File: src/rtl/uart_pkg.sv
// Shared UART types and helpers: parity modes, receiver states, status flags
// and the baud-divisor calculation used by uart_baud_tick.
package uart_pkg;

    typedef enum logic [1:0] {
        PAR_NONE = 2'd0,
        PAR_EVEN = 2'd1,
        PAR_ODD  = 2'd2
    } parity_mode_e;

    typedef enum logic [2:0] {
        RX_RESYNC    = 3'd0,
        RX_IDLE      = 3'd1,
        RX_START     = 3'd2,
        RX_DATA      = 3'd3,
        RX_PARITY    = 3'd4,
        RX_STOP      = 3'd5,
        RX_WAIT_IDLE = 3'd6
    } rx_state_e;

    typedef struct packed {
        logic brk;
        logic ovr;
        logic par;
        logic frm;
    } rx_status_t;

    // Rounded clk/(baud*os), never below 1 so the tick counter stays legal.
    function automatic int calc_divisor(input int clk, input int baud, input int os);
        longint den;
        longint quo;
        den = longint'(baud) * longint'(os);
        quo = (longint'(clk) + den / 2) / den;
        if (quo < 64'sd1) quo = 64'sd1;
        return int'(quo);
    endfunction

endpackage

File: src/rtl/uart_baud_tick.sv
// Oversampling tick generator shared by uart_rx_param and uart_tx: one-clock
// tick every DIVISOR clocks, re-phased to zero by restart.
module uart_baud_tick #(
    parameter int DIVISOR = 27
) (
    input  logic clk,
    input  logic rst,
    input  logic restart,
    output logic tick
);

    localparam int CW = (DIVISOR > 1) ? $clog2(DIVISOR) : 1;
    localparam logic [CW-1:0] LAST = CW'(DIVISOR - 1);

    logic [CW-1:0] cnt_q;
    logic [CW-1:0] cnt_d;

    always_comb begin
        cnt_d = cnt_q + 1'b1;
        if (restart || (cnt_q == LAST)) cnt_d = '0;
    end

    assign tick = (cnt_q == LAST) && !restart;

    always_ff @(posedge clk or posedge rst) begin
        if (rst) cnt_q <= '0;
        else     cnt_q <= cnt_d;
    end

endmodule

File: src/rtl/uart_rx_param.sv
// Parametrised oversampling UART receiver with valid/ready output and overrun flag.
// Define UART_RX_PARAM_FIFO_EN to buffer words in a FIFO_DEPTH FIFO instead of one register.
module uart_rx_param
    import uart_pkg::*;
#(
    parameter int CLK_FREQ    = 50_000_000,
    parameter int BAUD_RATE   = 115200,
    parameter int OVERSAMPLE  = 16,
    parameter int DATA_BITS   = 8,
    parameter int PARITY_MODE = 0,
    parameter int STOP_BITS   = 1,
    parameter int FIFO_DEPTH  = 8
) (
    input  logic                 clk,
    input  logic                 rst,
    input  logic                 rx_serial,
    output logic [DATA_BITS-1:0] rx_data,
    output logic                 rx_valid,
    input  logic                 rx_ready,
    output logic [3:0]           rx_status,
    output logic                 rx_error
);

    localparam int DIVISOR = calc_divisor(CLK_FREQ, BAUD_RATE, OVERSAMPLE);
    localparam int OSW     = $clog2(OVERSAMPLE);
    localparam int BCW     = $clog2(DATA_BITS);

    localparam logic [OSW-1:0] T_S0  = OSW'(OVERSAMPLE / 2 - 1);
    localparam logic [OSW-1:0] T_S1  = OSW'(OVERSAMPLE / 2);
    localparam logic [OSW-1:0] T_S2  = OSW'(OVERSAMPLE / 2 + 1);
    localparam logic [OSW-1:0] T_END = OSW'(OVERSAMPLE - 1);
    localparam logic [BCW-1:0] LAST_BIT = BCW'(DATA_BITS - 1);

    localparam parity_mode_e PMODE = parity_mode_e'(PARITY_MODE[1:0]);
    localparam logic HAS_PARITY = (PMODE != PAR_NONE);
    localparam logic ODD_PAR    = (PMODE == PAR_ODD);
    localparam logic ONE_STOP   = (STOP_BITS == 1);

    if (!((OVERSAMPLE == 8) || (OVERSAMPLE == 16)) || (DATA_BITS < 5) || (DATA_BITS > 9) ||
        (PARITY_MODE < 0) || (PARITY_MODE > 2) || !((STOP_BITS == 1) || (STOP_BITS == 2)) ||
        (FIFO_DEPTH < 2) || ((FIFO_DEPTH & (FIFO_DEPTH - 1)) != 0)) begin : g_param_check
        $error("uart_rx_param: illegal parameter combination");
    end

    logic [1:0] sync_q;
    logic       rxs;
    logic       rxs_prev_q;

    always_ff @(posedge clk or posedge rst) begin
        if (rst) begin
            sync_q     <= 2'b11;
            rxs_prev_q <= 1'b1;
        end else begin
            sync_q     <= {sync_q[0], rx_serial};
            rxs_prev_q <= rxs;
        end
    end

    assign rxs = sync_q[1];

    logic restart;
    logic tick;

    uart_baud_tick #(
        .DIVISOR (DIVISOR)
    ) u_tick (
        .clk     (clk),
        .rst     (rst),
        .restart (restart),
        .tick    (tick)
    );

    rx_state_e            state_q,   state_d;
    logic [OSW-1:0]       os_cnt_q,  os_cnt_d;
    logic [1:0]           samp_q,    samp_d;
    logic                 bit_q,     bit_d;
    logic [BCW-1:0]       bit_cnt_q, bit_cnt_d;
    logic                 stop_cnt_q, stop_cnt_d;
    logic [DATA_BITS-1:0] shift_q,   shift_d;
    logic                 zero_q,    zero_d;
    logic                 par_err_q, par_err_d;
    logic                 frm_q,     frm_d;
    logic                 brk_q,     brk_d;

    logic       vote;
    logic       stop_last;
    logic       push;
    logic       push_brk;
    logic       push_frm;
    logic       ovr_q, ovr_d;
    rx_status_t push_stat;

    assign vote      = (samp_q[0] & samp_q[1]) | (samp_q[0] & rxs) | (samp_q[1] & rxs);
    assign stop_last = ONE_STOP | stop_cnt_q;

    // Samples land at mid-bit; most bits advance at the last tick, but the
    // start bit may abort and the final stop bit finishes at its mid-point.
    always_comb begin
        state_d    = state_q;
        os_cnt_d   = os_cnt_q;
        samp_d     = samp_q;
        bit_d      = bit_q;
        bit_cnt_d  = bit_cnt_q;
        stop_cnt_d = stop_cnt_q;
        shift_d    = shift_q;
        zero_d     = zero_q;
        par_err_d  = par_err_q;
        frm_d      = frm_q;
        brk_d      = brk_q;
        restart    = 1'b0;
        push       = 1'b0;
        push_brk   = brk_q;
        push_frm   = frm_q;

        unique case (state_q)
            RX_RESYNC: begin
                if (!rxs) begin
                    os_cnt_d = '0;
                end else if (tick) begin
                    os_cnt_d = os_cnt_q + 1'b1;
                    if (os_cnt_q == T_END) state_d = RX_IDLE;
                end
            end
            RX_IDLE: begin
                if (rxs_prev_q && !rxs) begin
                    restart    = 1'b1;
                    os_cnt_d   = '0;
                    bit_cnt_d  = '0;
                    stop_cnt_d = 1'b0;
                    zero_d     = 1'b1;
                    par_err_d  = 1'b0;
                    frm_d      = 1'b0;
                    brk_d      = 1'b0;
                    state_d    = RX_START;
                end
            end
            RX_WAIT_IDLE: begin
                if (rxs) state_d = RX_IDLE;
            end
            default: begin
                if (tick) begin
                    os_cnt_d = os_cnt_q + 1'b1;
                    if (os_cnt_q == T_S0) samp_d[0] = rxs;
                    if (os_cnt_q == T_S1) samp_d[1] = rxs;
                    if (os_cnt_q == T_S2) bit_d = vote;
                    case (state_q)
                        RX_START: begin
                            if ((os_cnt_q == T_S2) && vote) state_d = RX_IDLE;
                            else if (os_cnt_q == T_END)     state_d = RX_DATA;
                        end
                        RX_DATA: begin
                            if (os_cnt_q == T_END) begin
                                shift_d = {bit_q, shift_q[DATA_BITS-1:1]};
                                zero_d  = zero_q & ~bit_q;
                                if (bit_cnt_q == LAST_BIT)
                                    state_d = HAS_PARITY ? RX_PARITY : RX_STOP;
                                else
                                    bit_cnt_d = bit_cnt_q + 1'b1;
                            end
                        end
                        RX_PARITY: begin
                            if (os_cnt_q == T_END) begin
                                par_err_d = bit_q ^ (^shift_q) ^ ODD_PAR;
                                zero_d    = zero_q & ~bit_q;
                                state_d   = RX_STOP;
                            end
                        end
                        RX_STOP: begin
                            if (stop_last) begin
                                if (os_cnt_q == T_S2) begin
                                    push     = 1'b1;
                                    push_brk = stop_cnt_q ? brk_q : (zero_q & ~vote);
                                    push_frm = frm_q | ~vote | push_brk;
                                    state_d  = push_frm ? RX_WAIT_IDLE : RX_IDLE;
                                end
                            end else if (os_cnt_q == T_END) begin
                                brk_d      = zero_q & ~bit_q;
                                frm_d      = frm_q | ~bit_q;
                                stop_cnt_d = 1'b1;
                            end
                        end
                        default: state_d = RX_RESYNC;
                    endcase
                end
            end
        endcase
    end

    always_ff @(posedge clk or posedge rst) begin
        if (rst) begin
            state_q    <= RX_RESYNC;
            os_cnt_q   <= '0;
            samp_q     <= 2'b11;
            bit_q      <= 1'b1;
            bit_cnt_q  <= '0;
            stop_cnt_q <= 1'b0;
            shift_q    <= '0;
            zero_q     <= 1'b0;
            par_err_q  <= 1'b0;
            frm_q      <= 1'b0;
            brk_q      <= 1'b0;
        end else begin
            state_q    <= state_d;
            os_cnt_q   <= os_cnt_d;
            samp_q     <= samp_d;
            bit_q      <= bit_d;
            bit_cnt_q  <= bit_cnt_d;
            stop_cnt_q <= stop_cnt_d;
            shift_q    <= shift_d;
            zero_q     <= zero_d;
            par_err_q  <= par_err_d;
            frm_q      <= frm_d;
            brk_q      <= brk_d;
        end
    end

    assign push_stat = '{brk: push_brk, ovr: ovr_q, par: par_err_q, frm: push_frm};

    logic full;
    logic pop;
    logic accept;

    assign pop    = rx_valid & rx_ready;
    assign accept = push & (~full | pop);

`ifdef UART_RX_PARAM_FIFO_EN
    localparam int AW = $clog2(FIFO_DEPTH);

    logic [DATA_BITS-1:0] mem_data_q [FIFO_DEPTH];
    rx_status_t           mem_stat_q [FIFO_DEPTH];
    logic [AW-1:0]        wr_ptr_q, wr_ptr_d;
    logic [AW-1:0]        rd_ptr_q, rd_ptr_d;
    logic [AW:0]          count_q,  count_d;

    assign full      = (count_q == (AW+1)'(FIFO_DEPTH));
    assign rx_valid  = (count_q != '0);
    assign rx_data   = mem_data_q[rd_ptr_q];
    assign rx_status = mem_stat_q[rd_ptr_q];

    always_comb begin
        wr_ptr_d = accept ? wr_ptr_q + 1'b1 : wr_ptr_q;
        rd_ptr_d = pop ? rd_ptr_q + 1'b1 : rd_ptr_q;
        count_d  = count_q;
        if (accept && !pop)      count_d = count_q + 1'b1;
        else if (!accept && pop) count_d = count_q - 1'b1;
    end

    always_ff @(posedge clk or posedge rst) begin
        if (rst) begin
            wr_ptr_q <= '0;
            rd_ptr_q <= '0;
            count_q  <= '0;
            for (int i = 0; i < FIFO_DEPTH; i++) begin
                mem_data_q[i] <= '0;
                mem_stat_q[i] <= '0;
            end
        end else begin
            wr_ptr_q <= wr_ptr_d;
            rd_ptr_q <= rd_ptr_d;
            count_q  <= count_d;
            if (accept) begin
                mem_data_q[wr_ptr_q] <= shift_q;
                mem_stat_q[wr_ptr_q] <= push_stat;
            end
        end
    end
`else
    logic [DATA_BITS-1:0] hold_data_q,  hold_data_d;
    rx_status_t           hold_stat_q,  hold_stat_d;
    logic                 hold_valid_q, hold_valid_d;

    assign full      = hold_valid_q;
    assign rx_valid  = hold_valid_q;
    assign rx_data   = hold_data_q;
    assign rx_status = hold_stat_q;

    always_comb begin
        hold_data_d  = hold_data_q;
        hold_stat_d  = hold_stat_q;
        hold_valid_d = hold_valid_q;
        if (accept) begin
            hold_data_d  = shift_q;
            hold_stat_d  = push_stat;
            hold_valid_d = 1'b1;
        end else if (pop) begin
            hold_valid_d = 1'b0;
        end
    end

    always_ff @(posedge clk or posedge rst) begin
        if (rst) begin
            hold_data_q  <= '0;
            hold_stat_q  <= '0;
            hold_valid_q <= 1'b0;
        end else begin
            hold_data_q  <= hold_data_d;
            hold_stat_q  <= hold_stat_d;
            hold_valid_q <= hold_valid_d;
        end
    end
`endif

    // A dropped word leaves ovr set until some later word carries it out.
    always_comb begin
        ovr_d = ovr_q;
        if (push) ovr_d = ~accept;
    end

    always_ff @(posedge clk or posedge rst) begin
        if (rst) ovr_q <= 1'b0;
        else     ovr_q <= ovr_d;
    end

    assign rx_error = rx_valid & (|rx_status);

endmodule
File: config.mk
export PLATFORM = sky130hd
export DESIGN_NAME = uart_rx_param
export DESIGN_NICKNAME = d
export VERILOG_FILES = /design/src/rtl/uart_pkg.sv /design/src/rtl/uart_baud_tick.sv /design/src/rtl/uart_rx_param.sv
export SDC_FILE = /design/constraint.sdc
export NUM_CORES = 1
export LEC_CHECK = 0
export ABC_AREA = 1
export CAP_MARGIN = 0
export CORE_ASPECT_RATIO = 1.75
export CORE_MARGIN = 3
export CORE_UTILIZATION = 60
export CTS_CLUSTER_DIAMETER = 150
export DETAILED_ROUTE_END_ITERATION = 6
export DONT_BUFFER_PORTS = 1
export GPL_TIMING_DRIVEN = 0
export PLACE_DENSITY = 0.85
export SYNTH_ARGS = -nofsm -noshare
export SYNTH_HDL_FRONTEND = slang
export SYNTH_SLANG_ARGS = --single-unit
File: constraint.sdc
create_clock -name clk -period 4.8 [get_ports clk]
set_input_delay 0.72 -clock clk [delete_from_list [all_inputs] [get_ports clk]]
set_output_delay 0.72 -clock clk [all_outputs]
set_load 0.01 [all_outputs]
==> results.toml, run 1 <==
[clock_network]
cts.repair.resized = 0
clkSlewWorstSetupHoldPaths_ps = 80
ctsHtreeMaxLevel = 2
hold_buffers = 0
tritoncts_clock_tree = "yes"
clkSinkCount = 45
clock-root-buffer = "clkbuf_8"
worstSkewPairLatency_ps = 300
clock_buffers_created_by_tritoncts = 5
postCtsSetupRepairBufs = 0
buffer_depth_of_the_longest_clock_path = 2

[critical_path]
criticalPathCategory = "reg2out"
critical-path-slowest-cell = "dfrtp_1"
crit_required_ps = 4080
critPathArrivalTime_ps = 1200
path_max_fanout = 3
crit_chain = "nor4_1 > nor2_1"
cpPeakStageDelay_ps = 430
critical_path.startpoint_type = "register"
timing.critical_path.to_type = "output port"

[cells_and_area]
synthToLayoutAreaGrowth_pct = 6.86
finalNetCount = 320
antenna_cells_inserted = 0
drive_gt1_frac = 0.136
fillers = 296
post_layout_nonfiller_instances = 355
final_cell_area_sq_mm = 0.00257

[yosys]
syn_area_sq_mm = 0.00241
proportion_of_synthesized_flip_flops_having_asynchronous_set_or_reset = 1.00
library_cell_with_the_highest_instance_count_after_synthesis = "nand2_1"
ys_dominant_reg_cell = "dfrtp_1"
post_synth_most_frequent_cells = "nand2_1, dfrtp_1, inv_1, nand3_1, nor2_1"
yosysTopAreaCell = "dfrtp_1"
synth.net_count = 313
synth.area.top_cells = "dfrtp_1, nand2_1, dfstp_2"
netlist_instances = 301
ys_ff_latch = 45
avgSynthCellArea_sq_um = 7.99
synth_top_cell_area_share = 0.406
synth_enable_flop_cells = 0
yosysSeqAreaShare = 0.471
synth.distinct_cells = 30
synth_warnings = 0

[placed_design]
dp.final_hpwl_microns = 3520
routabilityCongestion = 0.929
place_area_sq_mm = 0.00246
port_buffers = 0
post-place-ws_ps = 2920
placed_cells_incl_taps = 347

[global_route]
grt_start_max_net_pins = 46
gr-total-overflow = 0
globalRouteTotalUtil = 0.211
grt_antenna_before_repair = 0
grt_pass1_vias = 1923
wire_length_of_the_first_global_routing_pass_microns = 7810

[sta]
fin_worst_skew_ps = 9.42
setup_viol_count_final = 0
final_critical_path_setup_slack_ps = 2880
min_clock_period_post_route_ps = 1920
finalCritPeriodShare = 0.401
worst_slew_pin_slew_ps = 888
rsz0062_at_grt = "false"
max_slew_margin = 0.407
max_clock_freq_mhz = 520
setup_total_negative_slack_ps = 0
report.final.hold_viol_count = 0
finalMaxSlewViolations = 0

[routing]
drc = 0
initialDrtViolationCount = 55
antenna_violating_nets_post_route = 0
avgRoutedWirePerCell_microns = 12.8
first_pass_iters = 4
route.vias.total = 1909
postRouteWirelength_microns = 4560
via_per_inst = 5.38

[floorplanning]
die_height_microns = 89.8
floorplan.initialDensity = 0.644
die_width_microns = 53.9
core_area_sq_mm = 0.00374
die_area_sq_mm = 0.00484
ios = 18
std_cell_rows = 29

[flow_run]
timing.max_cap.violations = 0

[pwr]
power.static_leakage_nw = 1.29
power.ir.vdd_worst_mv = 0.243
cellPowerDensity_mw_per_mm2 = 259

[run_status]
status = "finished, final reports clean"

[hold_path]
timing.hold.worst.class = "reg2reg"
## layer usage
metal | part of all wire | vias to the layer above | global-route usage
li1 | - | 951 | -
met1 | 0.35 | 894 | 0.195
met2 | 0.58 | 45 | 0.392
met3 | 0.033 | 19 | 0.0397
met5 | 0 | - | 0
met4 | 0.037 | 0 | 0.115
## critical path, delay by kind of cell, from the launching register on
kind	cells	cell delay, ps
AND/OR/NAND/NOR	2	470
flip-flops	1	430
## logic make-up after synthesis
family | Yosys count | synth area share
xor gates and xnor gates | 8 | 0.0291
and+or+nand+nor | 172 | 0.314
DFF | 45 | 0.471
AOI/OAI and AO/OA | 27 | 0.0723
buffers and inverters | 41 | 0.0723
adders and majority gates | 8 | 0.0416
## layout make-up
cell class / instances / area (sq um) / share of cell area
flip-flops and latches: 45 / 1130 / 0.441
multi-input cells: 215 / 1100 / 0.427
inverters: 37 / 139 / 0.0540
clock buffers: 6 / 72.6 / 0.0282
well taps: 46 / 57.6 / 0.0224
clock inverters: 2 / 35.0 / 0.0136
plain buffers: 4 / 35.0 / 0.0136
## per-stage QoR
stage                     power, mW  utilization  hold WS, ps
final                         0.667        0.688          359
after global routing          0.696        0.688          367
after CTS                     0.675        0.688          361
after detailed placement      0.400        0.659          349
after global placement        0.400        0.659          346
after floorplan               0.397            -          345
## state kept, by name, summed over array words and instances, names as in the netlist, 3 cells and up
signal	flops
rx_data	8
shift_q	8
u_tick.cnt_q	5
os_cnt_q	4
state_q	3
bit_cnt_q	3
rx_status	4
## cell usage in the layout (no fill, tap or decap), drive strengths merged
| master | instances |
|---|---|
| a21boi | 1 |
| a21oi | 4 |
| buf | 3 |
| bufinv | 1 |
| clkbuf | 7 |
| clkinv | 1 |
| dfrtp | 39 |
| dfstp | 6 |
| ha | 8 |
| inv | 37 |
| nand2 | 119 |
| nand3 | 21 |
| nand4 | 4 |
| nor2 | 21 |
| nor3 | 4 |
| nor4 | 1 |
| o211ai | 1 |
| o21ai | 21 |
| or2 | 2 |
| xnor2 | 3 |
| xor2 | 5 |
## worst paths after layout
path,start,to,slack [ps],cells after the start
worst max-delay path,rx_status[1]$_DFFE_PP0P_,rx_error,2880,2
worst min-delay path,sync_q[0]$_DFF_PP1_,sync_q[1]$_DFF_PP1_,360,0
worst max register to register,u_tick.cnt_q[0]$_DFF_PP0_,shift_q[0]$_DFFE_PP0P_,2920,10
worst min register to register,sync_q[0]$_DFF_PP1_,sync_q[1]$_DFF_PP1_,360,0
max in group asynchronous,rst,bit_cnt_q[2]$_DFFE_PP0P_,3750,1
min in group asynchronous,rst,rx_status[2]$_DFFE_PP0P_,490,1
## power by group
group          switching (mW)  internal, mW  leakage (nW)  total, mW
registers            0.000615         0.381         0.587      0.382
clock network           0.120         0.154        0.0552      0.275
logic                 0.00926       0.00102         0.643     0.0103
No activity file was read; power rests on OpenSTA's default activity.
==> inputs of run 2 (changes only) <==
==> constraint.sdc (replaced) <==
create_clock -name clk -period 2 [get_ports clk]
set_input_delay 0.3 -clock clk [delete_from_list [all_inputs] [get_ports clk]]
set_output_delay 0.3 -clock clk [all_outputs]
set_load 0.01 [all_outputs]
==> results.toml, run 2 (synthesis gave the netlist of run 1 again) <==
[placed_design]
place_area_sq_mm = 0.00246
routabilityCongestion = 0.929
dp.final_hpwl_microns = 3520
placed_cells_incl_taps = 347
port_buffers = 0
post-place-ws_ps = 121

[global_route]
top_usage_layer = "met2"
grt_use_met2 = 0.391
global_route.usage.met1 = 0.194
grt_antenna_before_repair = 0
grt_start_max_net_pins = 46
wire_length_of_the_first_global_routing_pass_microns = 7820
gr-total-overflow = 0
globalRouteTotalUtil = 0.211
grt_util_met3 = 0.0414
grt_pass1_vias = 1932

[sta]
min_clock_period_post_route_ps = 1800
final_critical_path_setup_slack_ps = 198
rsz0062_at_grt = "false"
max_slew_margin = 0.409
fin_worst_skew_ps = 10.1
whs_ps = 64.7
setup_total_negative_slack_ps = 0
max_clock_freq_mhz = 555
report.final.hold_viol_count = 0
setup_viol_count_final = 0
worst_slew_pin_slew_ps = 886
finalMaxSlewViolations = 0
finalCritPeriodShare = 0.901

[clock_network]
buffer_depth_of_the_longest_clock_path = 2
clock_buffers_created_by_tritoncts = 5
worstSkewPairLatency_ps = 300
clock-root-buffer = "clkbuf_8"
clkSinkCount = 45
clkSlewWorstSetupHoldPaths_ps = 80
tritoncts_clock_tree = "yes"
ctsHtreeMaxLevel = 2

[critical_path]
r2r_cells = 10
timing.rr.start = "u_tick.cnt_q[0]$_DFF_PP0_"
reg_to_reg_endpoint = "shift_q[0]$_DFFE_PP0P_"
critical_path.startpoint_type = "register"
critPathTopFamily = "simple AND/OR/NAND/NOR gates"
crit_top_cell = "nand2_1"
critPathArrivalTime_ps = 2000
critical-path-slowest-cell = "dfrtp_1"
timing.critical_path.to_type = "register"
criticalPathCategory = "reg2reg"
crit_chain = "inv_1 > ha_1 > nand2_1 > nor2_4 > nand2_1 > or2_1 > clkbuf_2 > buf_6 > nand2_1 > o21ai_2"
rrSetupSlack_ps = 200
crit_required_ps = 2200
cpPeakStageDelay_ps = 420
timing.critical_path.buf_inv = 3
path_max_fanout = 10

[routing]
initialDrtViolationCount = 46
via_per_inst = 5.34
first_pass_iters = 4
route.vias.total = 1905
avgRoutedWirePerCell_microns = 12.8
drc = 0
antenna_violating_nets_post_route = 0
postRouteWirelength_microns = 4580

[cells_and_area]
final_util = 0.693
layout.cells.most_common_list = "nand2_1, dfrtp_1, inv_1, nand3_1, nor2_1"
finalNetCount = 322
antenna_cells_inserted = 0
drive_gt1_frac = 0.141
synthToLayoutAreaGrowth_pct = 7.70
final_common_cell = "nand2_1"
post_layout_nonfiller_instances = 357
final_cell_area_sq_mm = 0.00259

[hold_path]
timing.hold.worst.class = "in2async"

[floorplanning]
std_cell_rows = 29
ios = 18
die_width_microns = 53.9
core_area_sq_mm = 0.00374
die_area_sq_mm = 0.00484
die_height_microns = 89.8
floorplan.initialDensity = 0.644

[pwr]
power.static_leakage_nw = 1.29
switching_share = 0.195
combinational_share_of_power = 0.016
clock_power_share = 0.412
internal_power_mw = 1.29
design_power_total_mw = 1.60
cellPowerDensity_mw_per_mm2 = 618
switchingPower_mw = 0.313
sequential_group_share_of_total_power = 0.572
power.ir.vdd_worst_mv = 0.585

[run_status]
status = "finished, final reports clean"

[flow_run]
timing.max_cap.violations = 0
-- run 2: final cells by class --
type,count,area (sq um)
flip-flops and latches,45,1130
fillers,294,1150
clock buffers,6,72.6
plain buffers,4,35.0
clock inverters,2,35.0
repair buffers,2,17.5
multi-input cells,215,1100
inverters,37,139
well taps,46,57.6
-- run 2: worst max path at each step --
stage	end	start	depth (start not counted)
after global placement	shift_q[1]$_DFFE_PP0P_	u_tick.cnt_q[0]$_DFF_PP0_	10
after detailed placement	shift_q[0]$_DFFE_PP0P_	u_tick.cnt_q[0]$_DFF_PP0_	10
final	shift_q[0]$_DFFE_PP0P_	u_tick.cnt_q[0]$_DFF_PP0_	10
after global routing	shift_q[0]$_DFFE_PP0P_	u_tick.cnt_q[0]$_DFF_PP0_	10
after CTS	shift_q[0]$_DFFE_PP0P_	u_tick.cnt_q[0]$_DFF_PP0_	10
after floorplan	shift_q[1]$_DFFE_PP0P_	u_tick.cnt_q[0]$_DFF_PP0_	10
-- run 2: power groups by stage --
stage	logic (mW)	clock network [mW]	registers, mW
6_report	0.0261	0.660	0.916
5_1_grt	0.0307	0.725	0.917
4_1_cts	0.0279	0.678	0.916
3_5_place_dp	0.0262	0	0.934
3_3_place_gp	0.0254	0	0.934
2_1_floorplan	0.0195	0	0.934
-- run 2: what timing repair did --
item,in CTS,in global routing
hold buffers,1,0
resized for setup,0,1
setup endpoints to repair,0,9
endpoints found under the hold margin,1,0
buffers inserted,0,1
-- run 2: layer usage --
| metal | share of wire | vias up |
|---|---|---|
| li1 | - | 956 |
| met1 | 0.35 | 884 |
| met2 | 0.57 | 47 |
| met3 | 0.036 | 18 |
| met4 | 0.040 | 0 |
| met5 | 0 | - |
==> inputs of run 3 (changes only) <==
--- a/config.mk
+++ b/config.mk
@@ -9,12 +9,12 @@
 export CAP_MARGIN = 0
 export CORE_ASPECT_RATIO = 1.75
 export CORE_MARGIN = 3
-export CORE_UTILIZATION = 60
+export CORE_UTILIZATION = 57
 export CTS_CLUSTER_DIAMETER = 150
 export DETAILED_ROUTE_END_ITERATION = 6
 export DONT_BUFFER_PORTS = 1
 export GPL_TIMING_DRIVEN = 0
-export PLACE_DENSITY = 0.85
+export PLACE_DENSITY = 0.84
 export SYNTH_ARGS = -nofsm -noshare
 export SYNTH_HDL_FRONTEND = slang
 export SYNTH_SLANG_ARGS = --single-unit
==> constraint.sdc (replaced) <==
create_clock -name clk -period 1.58 [get_ports clk]
set_input_delay 0.237 -clock clk [delete_from_list [all_inputs] [get_ports clk]]
set_output_delay 0.237 -clock clk [all_outputs]
set_load 0.01 [all_outputs]
==> results.toml, run 3 (synthesis gave the netlist of run 1 again) <==
[clock_network]
ctsHtreeMaxLevel = 2
clock_buffers_created_by_tritoncts = 5
clock-root-buffer = "clkbuf_8"
buffer_depth_of_the_longest_clock_path = 2
worstSkewPairLatency_ps = 310
clkSinkCount = 45
clkSlewWorstSetupHoldPaths_ps = 90
tritoncts_clock_tree = "yes"

[pwr]
sequential_group_share_of_total_power = 0.545
combinational_share_of_power = 0.019
cellPowerDensity_mw_per_mm2 = 728
clock_power_share = 0.437
switchingPower_mw = 0.449
switching_share = 0.211
internal_power_mw = 1.68
power.ir.vdd_worst_mv = 0.596
power.static_leakage_nw = 1.45
design_power_total_mw = 2.13

[sta]
fin_worst_skew_ps = 9.16
finalMaxSlewViolations = 0
setup_viol_count_final = 1
worst_slew_pin_slew_ps = 913
setup_total_negative_slack_ps = -7.41
min_clock_period_post_route_ps = 1590
final_critical_path_setup_slack_ps = -7.41
max_slew_margin = 0.390
whs_ps = -0.297
rsz0062_at_grt = "true"
report.final.hold_viol_count = 2
max_clock_freq_mhz = 630
finalCritPeriodShare = 1.00

[floorplanning]
die_height_microns = 92.0
std_cell_rows = 30
floorplan.initialDensity = 0.605
die_width_microns = 55.1
core_area_sq_mm = 0.00398
ios = 18
die_area_sq_mm = 0.00507

[run_status]
status = "complete, but fails checks"
violations_in_the_final_reports = "negative hold slack, negative setup slack"

[critical_path]
crit_chain = "inv_1 > nand2_1 > nor2_4 > nand4_4 > nor2_4 > buf_6 > nand2_1 > nand2_1"
critical_path.startpoint_type = "register"
cpPeakStageDelay_ps = 470
crit_top_cell = "nand2_1"
criticalPathCategory = "reg2reg"
path_max_fanout = 10
critPathTopFamily = "simple AND/OR/NAND/NOR gates"
timing.critical_path.to_type = "register"
timing.critical_path.buf_inv = 2
critical-path-slowest-cell = "dfrtp_2"
crit_required_ps = 1820
critPathArrivalTime_ps = 1830

[routing]
routed-wl-met3_microns = 356
drc = 0
detailroute.wirelength.met2_microns = 3130
route.vias.total = 2130
first_pass_iters = 4
avgRoutedWirePerCell_microns = 16.0
postRouteWirelength_microns = 6000
antenna_violating_nets_post_route = 0
initialDrtViolationCount = 131
via_per_inst = 5.68
routed_length_on_met1_microns = 2190
highest-signal-layer = "met4"

[global_route]
gr-total-overflow = 0
grt_start_max_net_pins = 46
grt_antenna_before_repair = 0
globalRouteTotalUtil = 0.227
grt_pass1_vias = 2026
wire_length_of_the_first_global_routing_pass_microns = 8640

[flow_run]
timing.max_cap.violations = 0

[cells_and_area]
final_common_cell = "nand2_1"
synthToLayoutAreaGrowth_pct = 21.5
final_util = 0.735
finalNetCount = 338
fillers = 259
drive_gt1_frac = 0.275
post_layout_nonfiller_instances = 375
antenna_cells_inserted = 0
layout.cells.most_common_list = "nand2_1, dfrtp_1, inv_1, buf_4, nand3_1"

[placed_design]
routabilityCongestion = 0.850
placed_cells_incl_taps = 349
dp.final_hpwl_microns = 3350
port_buffers = 0

[hold_path]
timing.hold.worst.class = "in2async"
[run 3: final timing paths]
check                                       startpoint                       end  slack (ps)  cells after the start
worst max-delay path            state_q[1]$_DFFE_PP0P_    rx_data[2]$_DFFE_PP0P_          -7                      8
worst min-delay path                               rst  rx_status[2]$_DFFE_PP0P_        -0.3                      1
worst max register to register  state_q[1]$_DFFE_PP0P_    rx_data[2]$_DFFE_PP0P_          -7                      8
worst min register to register     sync_q[0]$_DFF_PP1_       sync_q[1]$_DFF_PP1_         360                      0
max in group asynchronous                          rst    state_q[1]$_DFFE_PP0P_         950                      1
min in group clk                              rx_ready      rx_valid$_DFFE_PP0P_         140                      3
[run 3: through the flow]
stage	setup WS, ps	instance area, sq um
floorplan	-18.1	2420
global placement	-132	2480
detailed placement	-155	2480
CTS	0.928	2720
global route	-130	2920
finish	-7.41	2920
[run 3: power by group through the flow]
stage                     logic (mW)  registers (mW)  clock network (mW)
final                         0.0404            1.16               0.930
after floorplan               0.0247            1.18                   0
after global routing          0.0472            1.16               0.984
after global placement        0.0320            1.18                   0
after detailed placement      0.0325            1.18                   0
after CTS                     0.0379            1.16               0.924
[run 3: what timing repair did]
action                     in CTS  in global routing
gates resized for setup        16                 37
setup buffers                  10                  8
pin swaps                       5                 15
hold endpoints to repair        1                  0
setup endpoints to repair      27                 33
hold buffers                    1                  0
gates cloned                    1                  0
[run 3: per-layer routing]
metal | global-route usage | vias up
met1 | 0.243 | 992
met2 | 0.384 | 109
li1 | - | 989
met3 | 0.0520 | 40
met5 | 0 | -
met4 | 0.128 | 0
[run 3: area by class of cell]
class	count	area, sq um	area share
timing repair buffer	20	160	0.0548
tap	48	60.1	0.0205
multi-input combinational	215	1270	0.435
clock inverter	2	37.5	0.0128
clock buffer	6	82.6	0.0282
buffer	2	26.3	0.00899
inverter	37	146	0.0501
sequential	45	1140	0.389
[run 3: worst reg2reg max path, stage by stage, from the launching register on]
cell     delay, ps
dfrtp_2        470
inv_1          150
nand2_1        120
nor2_4         200
nand4_4        140
nor2_4         150
buf_6          160
nand2_1         60
nand2_1         70
==> RTL edit 1, RTL diff (settings of run 1) <==
One comparison of `os_cnt_q` changes from == to >=.
--- a/src/rtl/uart_rx_param.sv
+++ b/src/rtl/uart_rx_param.sv
@@ -145,7 +145,7 @@
                     if (os_cnt_q == T_S2) bit_d = vote;
                     case (state_q)
                         RX_START: begin
-                            if ((os_cnt_q == T_S2) && vote) state_d = RX_IDLE;
+                            if ((os_cnt_q >= T_S2) && vote) state_d = RX_IDLE;
                             else if (os_cnt_q == T_END)     state_d = RX_DATA;
                         end
                         RX_DATA: begin
Function: same outputs for any inputs over 10 cycles, from zero or initial values and one cycle with rst high; that may be too few to reach the edited logic, so the function may still have changed.
==> RTL edit 1 against run 1 <==
Worst setup slack gained 0.097 ns. Sequential share of layout area shrank 0.63 points. Sequential cell count is the same. Cell area grew 1.5%. Combinational power grew 50%. Total power shrank 5.3%. Global-route usage grew 1.5 points. Wire length grew 6.1%. Synthesized area grew 2.5%. Critical endpoint is now shift_q[3]. Highest routed layer unchanged.
==> RTL edit 1: results <==
group,metric,value,unit
critical_path,max_stage_delay,0.42,ns
timing,min_period_over_period,0.380,
synthesis,syn_avg_cell_area,8.47,sq um
drt,wl_per_cell,13.9,microns
critical_path,path_max_fanout,10,
synthesis,syn-num-nets,303,
power,p_clk,224,uW
global_route,grt_util_met1,0.209,
synthesis,synth_ff_type,"dfrtp_1",
placed_design,gp_congestion,0.881,
timing,holdWs,0.360,ns
synthesis,synthAdderAreaFrac,0.0406,
layout,synthToLayoutAreaGrowth,5.78,%
power,peakVddDrop,0.226,mV
global_route,use_met3,0.0430,
critical_path,reg2reg_depth,8,
synthesis,synth.area.top_cells,"dfrtp_1 (40%), nand2_1 (12%), dfstp_2 (6.4%)",
drt,wl_met1,1720,microns
drt,wl_met3,157,microns
synthesis,synth.distinct_cells,31,
placed_design,dp_slack,2.98,ns
synthesis,synth_compound_area_frac,0.0939,
critical_path,crit_path_end,"shift_q[3]",
placed_design,dpl_cell_area,0.00253,sq mm
global_route,grt_pass1_wl,8220,microns
placed_design,dp_hpwl,3620,microns
drt,finalWirelength,4840,microns
drt,first_iter_violations,75,
global_route,use_met2,0.420,
drt,vias,1925,
timing,slew_headroom,0.397,
power,netSwitchingFraction,0.224,
power,seq_power_share,0.620,
power,leakagePower,0.00129,uW
critical_path,worst_ep_arrival_time,2.01,ns
status,status,"complete, no violations",
clock_network,clk_latency,0.30,ns
synthesis,ys_seq_area_frac,0.460,
layout,num-nets-final,310,
layout,n_fill_cell,346,
synthesis,synth_xor_area_frac,0.0142,
drt,wl_met2,2790,microns
synthesis,yosys-top-cells-count,"nand2_1 (81), dfrtp_1 (39), inv_1 (30)",
-- RTL edit 1: cell count changes after synthesis, sizes merged, moves of 2 or more --
| cell | change |
|---|---|
| buf | +2 |
| inv | -3 |
| nand2 | -31 |
| nand3 | +8 |
| nor2 | +10 |
| o21ai | +7 |
| xnor2 | -2 |
| xor2 | -2 |
-- RTL edit 1: layout make-up --
| class | count | share of cell area |
|---|---|---|
| Buffer | 5 | 0.0201 |
| Clock buffer | 6 | 0.0278 |
| Clock inverter | 2 | 0.00384 |
| Inverter | 34 | 0.0499 |
| Multi-Input combinational cell | 207 | 0.441 |
| Sequential cell | 45 | 0.435 |
| Tap cell | 48 | 0.0230 |
-- RTL edit 1: cells by family (layout without fill, tap and decap cells) --
group	Yosys count	after routing
AO/OA/AOI/OAI	36	36
XOR/XNOR	4	4
adder cells (fa/ha/maj)	8	8
buffers and inverters	39	47
flip-flops	45	45
AND/OR/NAND/NOR	159	159
==> RTL edit 2, RTL diff (flow settings as in run 1) <==
Made on the original files. Set the parameter `OVERSAMPLE` to 8 (it was 16).
--- a/src/rtl/uart_rx_param.sv
+++ b/src/rtl/uart_rx_param.sv
@@ -5,7 +5,7 @@
 #(
     parameter int CLK_FREQ    = 50_000_000,
     parameter int BAUD_RATE   = 115200,
-    parameter int OVERSAMPLE  = 16,
+    parameter int OVERSAMPLE  = 8,
     parameter int DATA_BITS   = 8,
     parameter int PARITY_MODE = 0,
     parameter int STOP_BITS   = 1,
Formal check against the unedited RTL: same outputs for any inputs over 10 cycles, from zero or initial values and one cycle with rst high; that may be too few to reach the edited logic, so the function may still have changed.
==> RTL edit 2 against run 1 <==
Count of clock-buffer cells in the layout unchanged. Maximum frequency decreased by 1.7%. Synthesized area rose by 0.10%. Non-clock buffer count is 1 lower. Synthesized cell count is 3.0% lower. Wire length about the same. Critical path depth stayed put. Total power decreased by 2.8%. Worst setup slack worse by 0.033 ns. Utilization shrank 0.23 points. Via count fell by 1.8%. Sequential cell count is the same. Sequential share of layout area grew 0.15 points. Cell area down 0.34%. Largest cell class unchanged.
==> RTL edit 2: results <==
group,metric,value,unit
layout,drive_gt1_frac,0.147,
status,status,"complete, no violations",
placed_design,placed_cells,338,
critical_path,max_stage_delay,0.45,ns
placed_design,dpl_cell_area,0.00247,sq mm
power,cellPowerDensity,253,mW/mm^2
clock_network,htree_levels,2,
placed_design,gp_congestion,0.891,
power,peakVddDrop,0.230,mV
synthesis,synth.area.top_cells,"dfrtp_1 (41%), nand2_1 (15%), dfstp_2 (6.5%)",
clock_network,ctsResizeCount,0,
clock_network,cts_root_buffer,"clkbuf_8",
drt,first_iter_violations,61,
timing,clock_skew,0.00962,ns
global_route,antenna_found_initial,0,
drt,dr.pass1.iters,4,
global_route,grt_use_total,0.214,
clock_network,cts_buffers,5,
placed_design,dp_hpwl,3380,microns
clock_network,ctsLongestPathBuffers,2,
power,leakagePower,0.00124,uW
placed_design,io_buffers,0,
drt,finalWirelength,4560,microns
synthesis,ys_seq_area_frac,0.471,
synthesis,ys_warn_count,0,
placed_design,dp_slack,3.00,ns
drt,via_per_inst,5.42,
critical_path,path_max_fanout,3,
worst_hold_path,min_from,"sync_q[0]",
global_route,grt_pass1_vias,1856,
synthesis,syn_avg_cell_area,8.25,sq um
synthesis,syn-num-nets,306,
global_route,grt_pass1_wl,7710,microns
synthesis,async_reset_ff_frac,1.00,
clock_network,clk_pin_slew,0.08,ns
layout,instances_no_fill,346,
global_route,grt_max_degree,46,
critical_path,worst_ep_arrival_time,1.24,ns
synthesis,synth.distinct_cells,28,
critical_path,cp-startpoint,"rx_status[0]",
timing,tightest_slew,0.924,ns
layout,n_fill_cell,300,
synthesis,yosys-top-cells-count,"nand2_1 (98), dfrtp_1 (39), inv_1 (30)",
worst_hold_path,hp-class,"reg -> reg",
clock_network,cts_setup_buffers,0,
critical_path,critPathSlowestCell,"dfrtp_1",
critical_path,reg2reg_from,"u_tick.cnt_q[1]",
## RTL edit 2: changes by cell type in the layout (fill, tap and decap cells not counted), moves of 2 or more
cell,change
nand2_1,-18
o21ai_1,+8
nand3_1,-5
inv_1,-3
nand2_2,+3
nor2_1,+3
xor2_1,-3
ha_1,+2
nand3_2,+2
nor2_2,-2
nor2_4,+2
nor3b_1,+2
## RTL edit 2: kinds of logic (layout without fill, tap and decap cells)
logic type | Yosys count | after routing | synth area share
AND/OR/NAND/NOR | 159 | 159 | 0.301
flip-flops | 45 | 45 | 0.471
adder cells (fa/ha/maj) | 10 | 10 | 0.0519
buffers and inverters | 36 | 44 | 0.0655
XOR/XNOR | 5 | 5 | 0.0182
AO/OA/AOI/OAI | 37 | 37 | 0.0930
## RTL edit 2: area by class of cell
| class | instances | area share |
|---|---|---|
| clock buffers | 6 | 0.0322 |
| multi-input cells | 211 | 0.436 |
| well taps | 46 | 0.0225 |
| inverters | 33 | 0.0483 |
| flip-flops and latches | 45 | 0.442 |
| clock inverters | 2 | 0.00537 |
| plain buffers | 3 | 0.0132 |
## RTL edit 2: final timing paths
check	endpoint	slack (ns)	cells after the start
worst max-delay path	rx_error	2.84	2
worst min-delay path	sync_q[1]	0.37	0
worst max register to register	rx_status[0]	3.02	12
worst min register to register	sync_q[1]	0.37	0
max in group asynchronous	u_tick.cnt_q[3]	3.72	1
min in group asynchronous	rx_data[0]	0.50	1
## RTL edit 2: routing by layer
metal | part of all wire | global-route usage
met5 | 0 | 0
met4 | 0.029 | 0.119
met3 | 0.032 | 0.0381
met2 | 0.55 | 0.374
met1 | 0.39 | 0.223
## RTL edit 2: where the power goes
group,internal (uW),switching [uW]
Combinational,3.65,11.3
Sequential,385,5.13
Clock,117,127
